===== config.mk =====
export PLATFORM = sky130hd
export DESIGN_NAME = instr_mem_loader
export DESIGN_NICKNAME = d
export VERILOG_FILES = /design/src/rtl/loader_pkg.sv /design/src/rtl/instr_mem_loader_word_assembler.sv /design/src/rtl/instr_mem_loader.sv
export SDC_FILE = /design/constraint.sdc
export NUM_CORES = 1
export LEC_CHECK = 0
export CAP_MARGIN = 10
export CORE_MARGIN = 2
export CORE_UTILIZATION = 50
export CTS_CLUSTER_DIAMETER = 30
export DETAILED_ROUTE_END_ITERATION = 7
export PLACE_DENSITY = 0.83
export SYNTH_ARGS = -nofsm -noshare
export SYNTH_HDL_FRONTEND = slang
export SYNTH_SLANG_ARGS = --single-unit
export TNS_END_PERCENT = 10

===== constraint.sdc =====
create_clock -name clk -period 8.55 [get_ports clk]
set_input_delay 0.855 -clock clk [delete_from_list [all_inputs] [get_ports clk]]
set_output_delay 0.855 -clock clk [all_outputs]
set_load 0.01 [all_outputs]

===== src/rtl/loader_pkg.sv =====
// ---------------------------------------------------------------------------
// loader_pkg
// Shared types and constants for the instruction-memory loader.
//   loader_state_t : frame-parser FSM states
//   SYNC_DEFAULT   : default frame start marker
//   WORD_BYTES     : stream bytes per instruction word
//   word_byte_addr : word index -> byte address as seen by the fetch port
// ---------------------------------------------------------------------------
package loader_pkg;

    typedef enum logic [2:0] {
        IDLE,
        COUNT,
        DATA,
        CHECK,
        DONE,
        ERR
    } loader_state_t;

    localparam logic [7:0] SYNC_DEFAULT = 8'h55;
    localparam int         WORD_BYTES   = 4;

    // The fetch port reads with a[31:2], so word k lives at byte address 4*k.
    function automatic logic [31:0] word_byte_addr(input logic [7:0] idx);
        return {22'd0, idx, 2'b00};
    endfunction

endpackage


===== src/rtl/instr_mem_loader_word_assembler.sv =====
// ---------------------------------------------------------------------------
// word_assembler
// Packs consecutive stream bytes (MSB first) into a 32-bit instruction word.
// Ports:
//   clk, reset   : clock, asynchronous active-high reset
//   clear        : start of a new frame, discards any partial word
//   shift_en     : accepted data byte on in_data this cycle
//   in_data      : stream byte
//   word         : completed word, valid in the cycle word_ready is high
//   word_ready   : this shift supplies the 4th byte of a word
// ---------------------------------------------------------------------------
module word_assembler
    import loader_pkg::*;
(
    input  logic        clk,
    input  logic        reset,
    input  logic        clear,
    input  logic        shift_en,
    input  logic [7:0]  in_data,
    output logic [31:0] word,
    output logic        word_ready
);

    // Only the three earlier bytes need storing; the 4th is taken straight
    // from in_data so the word is complete in the same cycle it arrives.
    logic [23:0] shift_q;
    logic [1:0]  byte_cnt;

    assign word       = {shift_q, in_data};
    assign word_ready = shift_en && (byte_cnt == 2'(WORD_BYTES - 1));

    // NOTE: sequential state is written with non-blocking assignments so every
    // register samples the values from before the edge, regardless of order.
    always_ff @(posedge clk or posedge reset) begin
        if (reset) begin
            shift_q  <= '0;
            byte_cnt <= '0;
        end else if (clear) begin
            shift_q  <= '0;
            byte_cnt <= '0;
        end else if (shift_en) begin
            shift_q  <= {shift_q[15:0], in_data};
            byte_cnt <= byte_cnt + 2'd1;    // wraps to 0 after the 4th byte
        end
    end

endmodule


===== src/rtl/instr_mem_loader.sv =====
// ---------------------------------------------------------------------------
// instr_mem_loader
// Write side of the instruction RAM. Parses a framed byte stream
// (SYNC, N, 4*N data bytes MSB first, XOR checksum), writes each word to
// RAM and holds the CPU until the checksum of a complete image verifies.
// Ports:
//   clk, reset   : clock, asynchronous active-high reset
//   in_valid     : byte available on in_data
//   in_data      : stream byte
//   in_ready     : always 1, one byte consumed per transfer
//   we           : one-cycle RAM write strobe
//   waddr        : RAM byte address {word_idx, 2'b00}
//   wdata        : assembled instruction word
//   cpu_hold     : keep processor stalled while an image is loading / bad
//   done         : last frame loaded and verified (sticky until next sync)
//   error        : last frame rejected (sticky until next sync)
// ---------------------------------------------------------------------------
module instr_mem_loader
    import loader_pkg::*;
#(
    parameter int         DEPTH     = 64,
    parameter logic [7:0] SYNC_BYTE = SYNC_DEFAULT
) (
    input  logic        clk,
    input  logic        reset,
    input  logic        in_valid,
    input  logic [7:0]  in_data,
    output logic        in_ready,
    output logic        we,
    output logic [31:0] waddr,
    output logic [31:0] wdata,
    output logic        cpu_hold,
    output logic        done,
    output logic        error
);

    localparam logic [7:0] DEPTH_B = 8'(DEPTH);

    loader_state_t state;
    logic [7:0]    n_words;
    logic [7:0]    word_idx;
    logic [7:0]    csum;

    logic          xfer;
    logic          sync_seen;
    logic          asm_clear;
    logic          asm_shift;
    logic [31:0]   asm_word;
    logic          asm_ready;

    assign in_ready  = 1'b1;
    assign xfer      = in_valid && in_ready;
    assign sync_seen = xfer && (in_data == SYNC_BYTE);

    // A sync only starts a frame outside one; inside a frame it is plain data.
    assign asm_clear = sync_seen && (state == IDLE || state == DONE || state == ERR);
    assign asm_shift = xfer && (state == DATA);

    word_assembler u_word_assembler (
        .clk        (clk),
        .reset      (reset),
        .clear      (asm_clear),
        .shift_en   (asm_shift),
        .in_data    (in_data),
        .word       (asm_word),
        .word_ready (asm_ready)
    );

    always_ff @(posedge clk or posedge reset) begin
        if (reset) begin
            state    <= IDLE;
            n_words  <= '0;
            word_idx <= '0;
            csum     <= '0;
            we       <= 1'b0;
            waddr    <= '0;
            wdata    <= '0;
            cpu_hold <= 1'b0;
            done     <= 1'b0;
            error    <= 1'b0;
        end else begin
            we <= 1'b0;    // strobe lasts exactly one cycle
            unique case (state)
                IDLE, DONE, ERR: begin
                    if (sync_seen) begin
                        state    <= COUNT;
                        cpu_hold <= 1'b1;
                        done     <= 1'b0;
                        error    <= 1'b0;
                        word_idx <= '0;
                        csum     <= '0;
                    end
                end
                COUNT: begin
                    if (xfer) begin
                        // Rejecting N > DEPTH here is what keeps waddr in range.
                        if (in_data == 8'd0 || in_data > DEPTH_B) begin
                            state <= ERR;
                            error <= 1'b1;
                        end else begin
                            n_words <= in_data;
                            state   <= DATA;
                        end
                    end
                end
                DATA: begin
                    if (xfer) begin
                        csum <= csum ^ in_data;
                        if (asm_ready) begin
                            // Registered strobe: one cycle after the 4th byte.
                            we       <= 1'b1;
                            wdata    <= asm_word;
                            waddr    <= word_byte_addr(word_idx);
                            word_idx <= word_idx + 8'd1;
                            if (word_idx == n_words - 8'd1) begin
                                state <= CHECK;
                            end
                        end
                    end
                end
                CHECK: begin
                    if (xfer) begin
                        if (in_data == csum) begin
                            state    <= DONE;
                            done     <= 1'b1;
                            cpu_hold <= 1'b0;
                        end else begin
                            state <= ERR;
                            error <= 1'b1;
                        end
                    end
                end
                default: state <= IDLE;
            endcase
        end
    end

endmodule

==> results of run 1 <==
area by class of cell:
cell class,count,area share
Clock buffer,9,0.02364
Multi-Input combinational cell,367,0.3517
Timing Repair Buffer,57,0.1113
Clock inverter,7,0.02030
Tap cell,108,0.02579
Inverter,5,0.004059
Sequential cell,97,0.4632
cells in the mapped netlist (all sizes together) (2+ instances only):
cell type / n / share of area
a21oi: 30 / 0.033
a31oi: 2 / 0.0028
and2: 2 / 0.0031
buf: 32 / 0.051
clkbuf: 18 / 0.015
conb: 2 / 0.0017
dfrtp: 97 / 0.54
ha: 3 / 0.0083
inv: 5 / 0.0042
mux2: 7 / 0.023
mux2i: 3 / 0.0067
nand2: 189 / 0.16
nand3: 3 / 0.0061
nand4: 3 / 0.0042
nor2: 22 / 0.019
nor3: 4 / 0.0045
nor4: 6 / 0.012
o21a: 3 / 0.0050
o21ai: 25 / 0.028
or3: 4 / 0.0056
xnor2: 19 / 0.037
xor2: 5 / 0.0097
placed cells by master (no fill, tap or decap), types with 5 or more instances in the layout:
cell / instances
xnor2_1: 19
nor4_1: 5
nand2_1: 188
o21ai_0: 24
xor2_1: 5
conb_1: 25
dfrtp_1: 97
nor2_1: 21
mux2_4: 7
clkdlybuf4s50_1: 54
a21oi_1: 30
clkbuf_8: 9
power breakdown:
group / total [W] / internal, W / switching [W] / leakage (nW)
Clock: 0.000344 / 0.000171 / 0.000173 / 0.117
Sequential: 0.000596 / 0.000522 / 0.0000738 / 1.32
Combinational: 0.000241 / 0.000123 / 0.000118 / 1.09
path summary, 6_finish.rpt:
kind,startpoint,end,slack [ns],depth (start not counted)
setup / recovery,in_valid,word_idx[5],4.44,7
hold / removal,waddr[4],waddr[4],0.48,2
setup reg to reg,state[1],word_idx[5],4.99,6
hold reg to reg,waddr[4],waddr[4],0.48,2
max in group asynchronous,reset,error,7.13,3
min in group asynchronous,reset,wdata[29],0.77,2
stage by stage:
stage | hold WS (ns) | setup WS, ns | instances | instance area [µm²] | utilization
after floorplan | 0.4384 | 5.161 | 519 | 4584 | -
final | 0.4808 | 4.437 | 650 | 5240 | 0.6009
after global placement | 0.4596 | 4.236 | 633 | 4982 | 0.5713
after detailed placement | 0.4618 | 4.068 | 633 | 4982 | 0.5713
after CTS | 0.4850 | 4.462 | 649 | 5213 | 0.5977
after global routing | 0.4958 | 4.141 | 650 | 5240 | 0.6009
logic make-up (layout without fill, tap and decap cells):
group / Yosys count / after routing / share of synthesized area
mux: 10 / 10 / 0.03004
compound gates: 66 / 66 / 0.07983
other cells: 2 / 25 / 0.001670
fa+ha+maj: 3 / 3 / 0.008346
buf+inv: 55 / 78 / 0.06982
simple gates: 239 / 239 / 0.2239
xor+xnor: 24 / 24 / 0.04673
flops: 97 / 97 / 0.5396
state kept, by name, indices dropped and copies added (netlist names), 2 cells and up:
signal	cells
csum	8
wdata	32
u_word_assembler.shift_q	24
n_words	8
word_idx	8
waddr	8
state	3
u_word_assembler.byte_cnt	2
routing by layer:
layer	vias to the layer above	global-route usage	share of wire
met5	-	0	0
met4	0	0.06322	0.011
met3	7	0.03688	0.058
met2	113	0.2952	0.47
met1	1648	0.2771	0.46
li1	1632	-	-
critical path: stages:
cell and delay, ns:
clkdlybuf4s50_1 0.65, and4bb_2 0.69, nand2_2 0.63, inv_1 0.71, nand4_1 0.27, or3_1 0.40, a21oi_1 0.16
==> out/qor.yml, run 1 <==
status:
  status: "finished, final reports clean"
routing:
  route.detailed.drc: 0
  drtIter0Drc: 225
  drt-pass1-iter-count: 5
  wl_per_cell_um: 13.96
  viasPerCell: 5.231
  vias: 3400
  antenna_left: 0
  drt-total-wl_um: 9076
critical_path:
  cp_max_fo: 43
  worstPathArrival_ns: 4.40
  worst_setup_path_end_kind: "register"
  worstPathRequired_ns: 8.83
  crit_type: "primary input to register"
  cp-start-kind: "primary input"
logic_synthesis:
  synth_ff_type: "dfrtp_1"
  syn_area_per_cell_um2: 9.069
  ys_ff_latch: 97
  syn_inst: 496
  synth-seq-area-share: 0.5396
  yosys.cell_types.count: 41
  synth-edff-count: 0
  yosys_warnings: 0
  synth_area_um2: 4498
  async_flop_share: 1.000
floorplanning:
  io_pins: 80
  die_area_um2: 9770
  num_rows: 34
  start_util: 0.5158
  die_x_um: 98.85
  die_h_um: 98.85
  core_um2: 8721
timing:
  rsz0062_at_grt: "false"
  clock_skew_ns: 0.01120
  hold_viol: 0
  slew_headroom: 0.3935
  period_share: 0.4811
  post-route-min-period_ns: 4.113
  setup_violations: 0
  slew_violations: 0
  fmax_ghz: 0.2431
  setup_tns_ns: 0
  worst_pin_slew_ns: 0.9072
clocking:
  cts_tree: "yes"
  cts.clk_slew.worst_paths_ns: 0.09
  hold_buffers: 0
  clock_latency_ns: 0.37
  cts_max_level: 3
  cts_resized: 0
  cts_buffers: 9
  clkSinkCount: 97
  clockRootBuffer: "clkbuf_8"
  clockBufferDepth: 2
  postCtsSetupRepairBufs: 0
power:
  finalPower_w: 0.001181
  irDropWorstVdd_mv: 0.1012
  power_density_nw_per_um2: 225.3
  leakage_nw: 2.527
cells_and_area:
  multiInputGateArea_um2: 1843
  layout-drive-gt1-share: 0.06458
  seqCellArea_um2: 2427
  nets: 551
  fillers: 734
  num_antenna_cells: 0
  area_growth_pct: 16.50
grt:
  grt_overflow: 0
  grt_start_max_net_pins: 98
  grt_pass1_wl_um: 15320
  grtUsageTotal: 0.1923
  antenna_found_initial: 0
  grt_pass1_vias: 3228
job:
  max_cap_violations: 0
placed_design:
  place_congestion: 0.8472
  post-dp-hpwl_um: 6058
  io_buffer_count: 54
worst_hold_path:
  min_path_type: "register to register"
Power figures use the tool's default switching activity.
==> run 2: changes to the inputs <==
--- a/config.mk
+++ b/config.mk
@@ -7,10 +7,10 @@
 export LEC_CHECK = 0
 export CAP_MARGIN = 10
 export CORE_MARGIN = 2
-export CORE_UTILIZATION = 50
+export CORE_UTILIZATION = 48
 export CTS_CLUSTER_DIAMETER = 30
 export DETAILED_ROUTE_END_ITERATION = 7
-export PLACE_DENSITY = 0.83
+export PLACE_DENSITY = 0.84
 export SYNTH_ARGS = -nofsm -noshare
 export SYNTH_HDL_FRONTEND = slang
 export SYNTH_SLANG_ARGS = --single-unit
==> constraint.sdc (replaced) <==
create_clock -name clk -period 3.4 [get_ports clk]
set_input_delay 0.34 -clock clk [delete_from_list [all_inputs] [get_ports clk]]
set_output_delay 0.34 -clock clk [all_outputs]
set_load 0.01 [all_outputs]
==> out/qor.yml, run 2 (synthesis gave the netlist of run 1 again) <==
status:
  status: "finished, final reports clean"
cells_and_area:
  largest_register_ffs: 32  # unchanged
  top_regs: "wdata: 32 flops, u_word_assembler.shift_q: 24 flops"
  mostFrequentLayoutCells: "nand2_1, dfrtp_1, clkdlybuf4s50_1"
  layout_commonest_cell: "nand2_1"
  layout-drive-gt1-share: 0.06801  # +0.003439
  final_area_um2: 5230  # -0.19%
  num_antenna_cells: 0  # unchanged
  regMostFlops: "wdata"
  area_growth_pct: 16.27
  nets: 554  # +0.54%
worst_hold_path:
  min_path_type: "register to register"
  whs_path_depth: 2  # unchanged
  holdCritStartpoint: "u_word_assembler.shift_q[18]"
  holdPathEnd: "wdata[26]"
routing:
  vias: 3422  # +0.65%
  wl_per_cell_um: 14.70  # +5.3%
  drt-pass1-iter-count: 5  # unchanged
  drt-total-wl_um: 9627  # +6.1%
  route.detailed.drc: 0  # unchanged
  antenna_left: 0  # unchanged
  drtIter0Drc: 249  # +11%
  viasPerCell: 5.224  # -0.12%
timing:
  slew_violations: 0  # unchanged
  rsz0062_at_grt: "false"
  setup_violations: 0  # unchanged
  finalWorstSetupSlack_ns: 0.9972  # -3.440 ns
  setup_tns_ns: 0  # unchanged
  clock_skew_ns: 0.01002  # -0.001187 ns
  slew_headroom: 0.3189  # -0.07457
  period_share: 0.7067
  post-route-min-period_ns: 2.403
  worst_pin_slew_ns: 1.020  # +0.1132 ns
  holdWs_ns: 0.4789  # -0.001915 ns
  hold_viol: 0  # unchanged
  fmax_ghz: 0.4162
floorplanning:
  die_area_um2: 10160  # +4.0%
  core_um2: 9153  # +4.9%
  io_pins: 80  # unchanged
  die_x_um: 100.8  # +2.0%
  num_rows: 35  # +2.9%
  start_util: 0.4915  # -0.02433
  die_h_um: 100.8  # +2.0%
clocking:
  clkSinkCount: 97  # unchanged
  clockBufferDepth: 2  # unchanged
  cts_tree: "yes"
  cts_max_level: 3  # unchanged
  cts_buffers: 9  # unchanged
  clockRootBuffer: "clkbuf_8"
  cts_resized: 0  # unchanged
  cts.clk_slew.worst_paths_ns: 0.10  # about the same
  postCtsSetupRepairBufs: 0  # unchanged
  hold_buffers: 0  # unchanged
  clock_latency_ns: 0.36  # about the same
critical_path:
  crit_type: "primary input to register"
  regToRegStartpoint: "state[1]"
  worstPathRequired_ns: 3.63  # -5.20 ns
  cp_max_fo: 32  # -26%
  reg2reg_to: "word_idx[2]"
  rr_worst_depth: 7  # +1
  worst_setup_path_end_kind: "register"
  r2r_slack_ns: 1.32  # -3.67 ns
  cp-start-kind: "primary input"
  worstPathArrival_ns: 2.63  # -1.77 ns
grt:
  grt_overflow: 0  # unchanged
  grtUsageTotal: 0.2024  # +0.01019
  grt_start_max_net_pins: 62  # -37%
  grt_pass1_vias: 3381  # +4.7%
  grt_pass1_wl_um: 16150  # +5.4%
  antenna_found_initial: 0  # unchanged
power:
  leakage_nw: 2.526  # about the same
  power_density_nw_per_um2: 558.8  # +150%
  irDropWorstVdd_mv: 0.3012  # +200%
placed_design:
  place_congestion: 0.9103  # +7.4%
  post-dp-hpwl_um: 6649  # +9.7%
  io_buffer_count: 54  # unchanged
  dp_slack_ns: 0.6349  # -3.433 ns
  placed_area_um2: 5015  # +0.65%
job:
  max_cap_violations: 0  # unchanged
## run 2: cell types whose count changed in the layout (fill, tap and decap cells not counted)
| cell | before | now |
|---|---|---|
| buf_16 | 1 | 0 |
| clkinv_4 | 0 | 2 |
| buf_4 | 2 | 6 |
| inv_6 | 4 | 1 |
| inv_8 | 1 | 0 |
| clkinv_2 | 0 | 2 |
| inv_4 | 1 | 0 |
## run 2: per-layer routing
metal	wire length, µm	part of all wire	vias to the layer above	GRT usage
li1	-	-	1638	-
met1	4215	0.44	1644	0.2751
met2	4675	0.49	118	0.3231
met5	0	0	-	0
met4	202	0.021	0	0.07271
met3	533	0.055	22	0.04230
## run 2: layout make-up
cell class,count,area [µm²]
inverter,5,20.02
tap,111,138.9
clock inverter,6,91.34
timing repair buffer,60,585.6
clock buffer,9,123.9
multi-input combinational,367,1843
sequential,97,2427
fill,816,3923
## run 2: metrics by stage
step / total power, W / instances / utilization
2_1_floorplan: 0.001988 / 519 / -
3_3_place_gp: 0.002084 / 640 / 0.5479
3_5_place_dp: 0.002118 / 640 / 0.5479
4_1_cts: 0.002928 / 655 / 0.5714
5_1_grt: 0.003067 / 655 / 0.5714
6_report: 0.002923 / 655 / 0.5714
## run 2: how the worst max path moves through the flow
stage	start	endpoint	slack [ns]	depth (start not counted)
floorplan	reset	cpu_hold	0.53	1
global placement	in_data[1]	word_idx[0]	0.70	8
detailed placement	in_data[1]	word_idx[0]	0.63	8
CTS	in_data[1]	word_idx[0]	1.02	8
global route	in_data[3]	word_idx[0]	0.81	8
finish	in_data[1]	word_idx[0]	1.0	8
## run 2: worst max-delay path, stage by stage
cell             delay (ns)
clkdlybuf4s50_1        0.52
or3_1                  0.45
nor3_1                 0.46
and2_1                 0.26
buf_4                  0.34
nor2_1                 0.10
nand2_1                0.08
o21ai_0                0.08
## run 2: where the power goes
group / internal [W] / switching, W / leakage, nW / total, W
combinational: 0.000308 / 0.000296 / 1.10 / 0.000604
sequential: 0.00131 / 0.000187 / 1.32 / 0.00150
clock: 0.000414 / 0.000403 / 0.110 / 0.000818
total: 0.00204 / 0.000886 / 2.53 / 0.00292
==> run 3: changes to the inputs <==
==> constraint.sdc (replaced) <==
create_clock -name clk -period 1.99 [get_ports clk]
set_input_delay 0.199 -clock clk [delete_from_list [all_inputs] [get_ports clk]]
set_output_delay 0.199 -clock clk [all_outputs]
set_load 0.01 [all_outputs]
==> out/qor.yml, run 3 (synthesis gave the netlist of run 1 again) <==
grt:
  grt_pass1_wl_um: 16740  # +3.6%
  grtUsageTotal: 0.2119  # +0.009471
  antenna_found_initial: 0  # unchanged
  grt_pass1_vias: 3416  # +1.0%
  grt_start_max_net_pins: 50  # -19%
  grt_overflow: 0  # unchanged
power:
  finalPower_w: 0.005306  # +82%
  power_density_nw_per_um2: 965.1  # +73%
  sw_frac_of_total: 0.3021  # -0.001084
  power_frac_seq: 0.478  # -0.035
  leakage_nw: 2.667  # +5.6%
  p_switching_w: 0.001603  # +81%
  combPwrFrac: 0.218  # +0.011
  irDropWorstVdd_mv: 0.4205  # +40%
  pwr-share-clk: 0.304  # +0.024
  intPower_w: 0.003703  # +82%
cells_and_area:
  nets: 576  # +4.0%
  regMostFlops: "wdata"
  top_regs: "wdata: 32 flops, u_word_assembler.shift_q: 24 flops"
  area_growth_pct: 22.23
  num_antenna_cells: 0  # unchanged
  multiInputGateArea_um2: 1849  # +0.34%
  seqCellArea_um2: 2427  # unchanged
  layout-drive-gt1-share: 0.1076  # +0.03957
  fillers: 748  # -8.3%
  layout_commonest_cell: "nand2_1"
  instances_no_fill: 678  # +3.5%
  mostFrequentLayoutCells: "nand2_1, dfrtp_1, clkdlybuf4s50_1"
  largest_register_ffs: 32  # unchanged
  final_area_um2: 5498  # +5.1%
  fin_util: 0.6007  # +0.02926
routing:
  wl_per_cell_um: 14.72  # +0.16%
  routed-wl-met3_um: 491  # -7.9%
  drt-total-wl_um: 9981  # +3.7%
  drt-pass1-iter-count: 4  # -1
  dr_wl_met2_um: 5116  # +9.4%
  drtIter0Drc: 268  # +7.6%
  route.detailed.drc: 0  # unchanged
  dr.max_layer_used: "met4"
  vias: 3477  # +1.6%
  antenna_left: 0  # unchanged
  wl_met1_um: 4261  # +1.1%
  viasPerCell: 5.128  # -1.8%
timing:
  rsz0062_at_grt: "false"
  setup_tns_ns: 0  # unchanged
  fmax_ghz: 0.5343
  slew_headroom: 0.6576  # +0.3387
  clock_skew_ns: 0.01228  # +0.002267 ns
  worst_pin_slew_ns: 0.5125  # -0.5079 ns
  setup_violations: 0  # unchanged
  period_share: 0.9404
  hold_viol: 0  # unchanged
  post-route-min-period_ns: 1.871
  slew_violations: 0  # unchanged
clocking:
  cts_max_level: 3  # unchanged
  cts_tree: "yes"
  clockBufferDepth: 2  # unchanged
  clkSinkCount: 97  # unchanged
  cts_buffers: 9  # unchanged
  clockRootBuffer: "clkbuf_8"
  clock_latency_ns: 0.37  # about the same
  cts.clk_slew.worst_paths_ns: 0.10  # about the same
  postCtsSetupRepairBufs: 0  # unchanged
status:
  status: "finished, final reports clean"
floorplanning:
  die_x_um: 100.8  # unchanged
  io_pins: 80  # unchanged
  start_util: 0.4915  # unchanged
  num_rows: 35  # unchanged
  die_h_um: 100.8  # unchanged
  core_um2: 9153  # unchanged
  die_area_um2: 10160  # unchanged
job:
  max_cap_violations: 0  # unchanged
placed_design:
  placed_area_um2: 5233  # +4.3%
  io_buffer_count: 54  # unchanged
  place_inst: 662  # +3.4%
  place_congestion: 0.9242  # +1.5%
  post-dp-hpwl_um: 6930  # +4.2%
critical_path:
  worstPathArrival_ns: 2.17  # -0.46 ns
  worstPathRequired_ns: 2.29  # -1.34 ns
  crit_type: "register to register"
  cp_max_fo: 8  # -75%
  worst_setup_path_end_kind: "register"
  cp-start-kind: "register"
worst_hold_path:
  min_path_type: "primary input to async pin"
-- run 3: cell types whose count changed in the layout (fill, tap and decap cells not counted), sizes merged --
cell	previous run	this run
buf	6	28
clkinv	4	2
bufinv	2	3
clkinvlp	0	1
inv	5	6
-- run 3: area by class of cell --
| class | instances | share of cell area |
|---|---|---|
| Clock buffer | 9 | 0.02253 |
| Timing Repair Buffer | 82 | 0.1457 |
| Inverter | 5 | 0.004096 |
| Sequential cell | 97 | 0.4415 |
| Clock inverter | 7 | 0.02458 |
| Tap cell | 111 | 0.02526 |
| Multi-Input combinational cell | 367 | 0.3364 |
-- run 3: what timing repair did --
action,in CTS,in global routing
endpoints found under the setup margin,0,1
hold buffers,0,0
gates resized for setup,0,1
-- run 3: critical path, cell delays in order (launching register included) --
cell      delay, ns
dfrtp_1        0.44
inv_1          0.08
ha_1           0.30
nor4_1         0.31
a31oi_1        0.09
nor3b_1        0.24
o211ai_1       0.14
a21oi_1        0.18
-- run 3: per-stage QoR --
step | setup WS, ns | hold slack [ns]
2_1_floorplan | 0.1625 | 0.3044
3_3_place_gp | -0.2284 | 0.4506
3_5_place_dp | -0.2484 | 0.4516
4_1_cts | 0.08830 | 0.2191
5_1_grt | 0.03382 | 0.2438
6_report | 0.1185 | 0.2082
-- run 3: metal layers --
metal  global-route usage  vias up
li1                     -     1682
met1               0.2877     1694
met5                    0        -
met2               0.3431       93
met4              0.05901        0
met3              0.04924        8
-- run 3: worst paths after layout --
check	startpoint	to	slack (ns)	depth (start not counted)
max	n_words[0]	state[0]	0.12	7
min in group clk	u_word_assembler.shift_q[16]	wdata[24]	0.48	2
min	reset	wdata[28]	0.21	2
max reg2reg	n_words[0]	state[0]	0.12	7
max in group asynchronous	reset	u_word_assembler.shift_q[7]	1.19	3
min reg2reg	u_word_assembler.shift_q[16]	wdata[24]	0.48	2
-- run 3: power by group through the flow --
| stage | Combinational, W | Clock, W | Sequential, W |
|---|---|---|---|
| 6_report | 0.00116 | 0.00161 | 0.00253 |
| 5_1_grt | 0.00130 | 0.00173 | 0.00257 |
| 4_1_cts | 0.00116 | 0.00164 | 0.00252 |
| 3_5_place_dp | 0.00115 | 0 | 0.00256 |
| 3_3_place_gp | 0.00110 | 0 | 0.00253 |
| 2_1_floorplan | 0.000924 | 0 | 0.00247 |
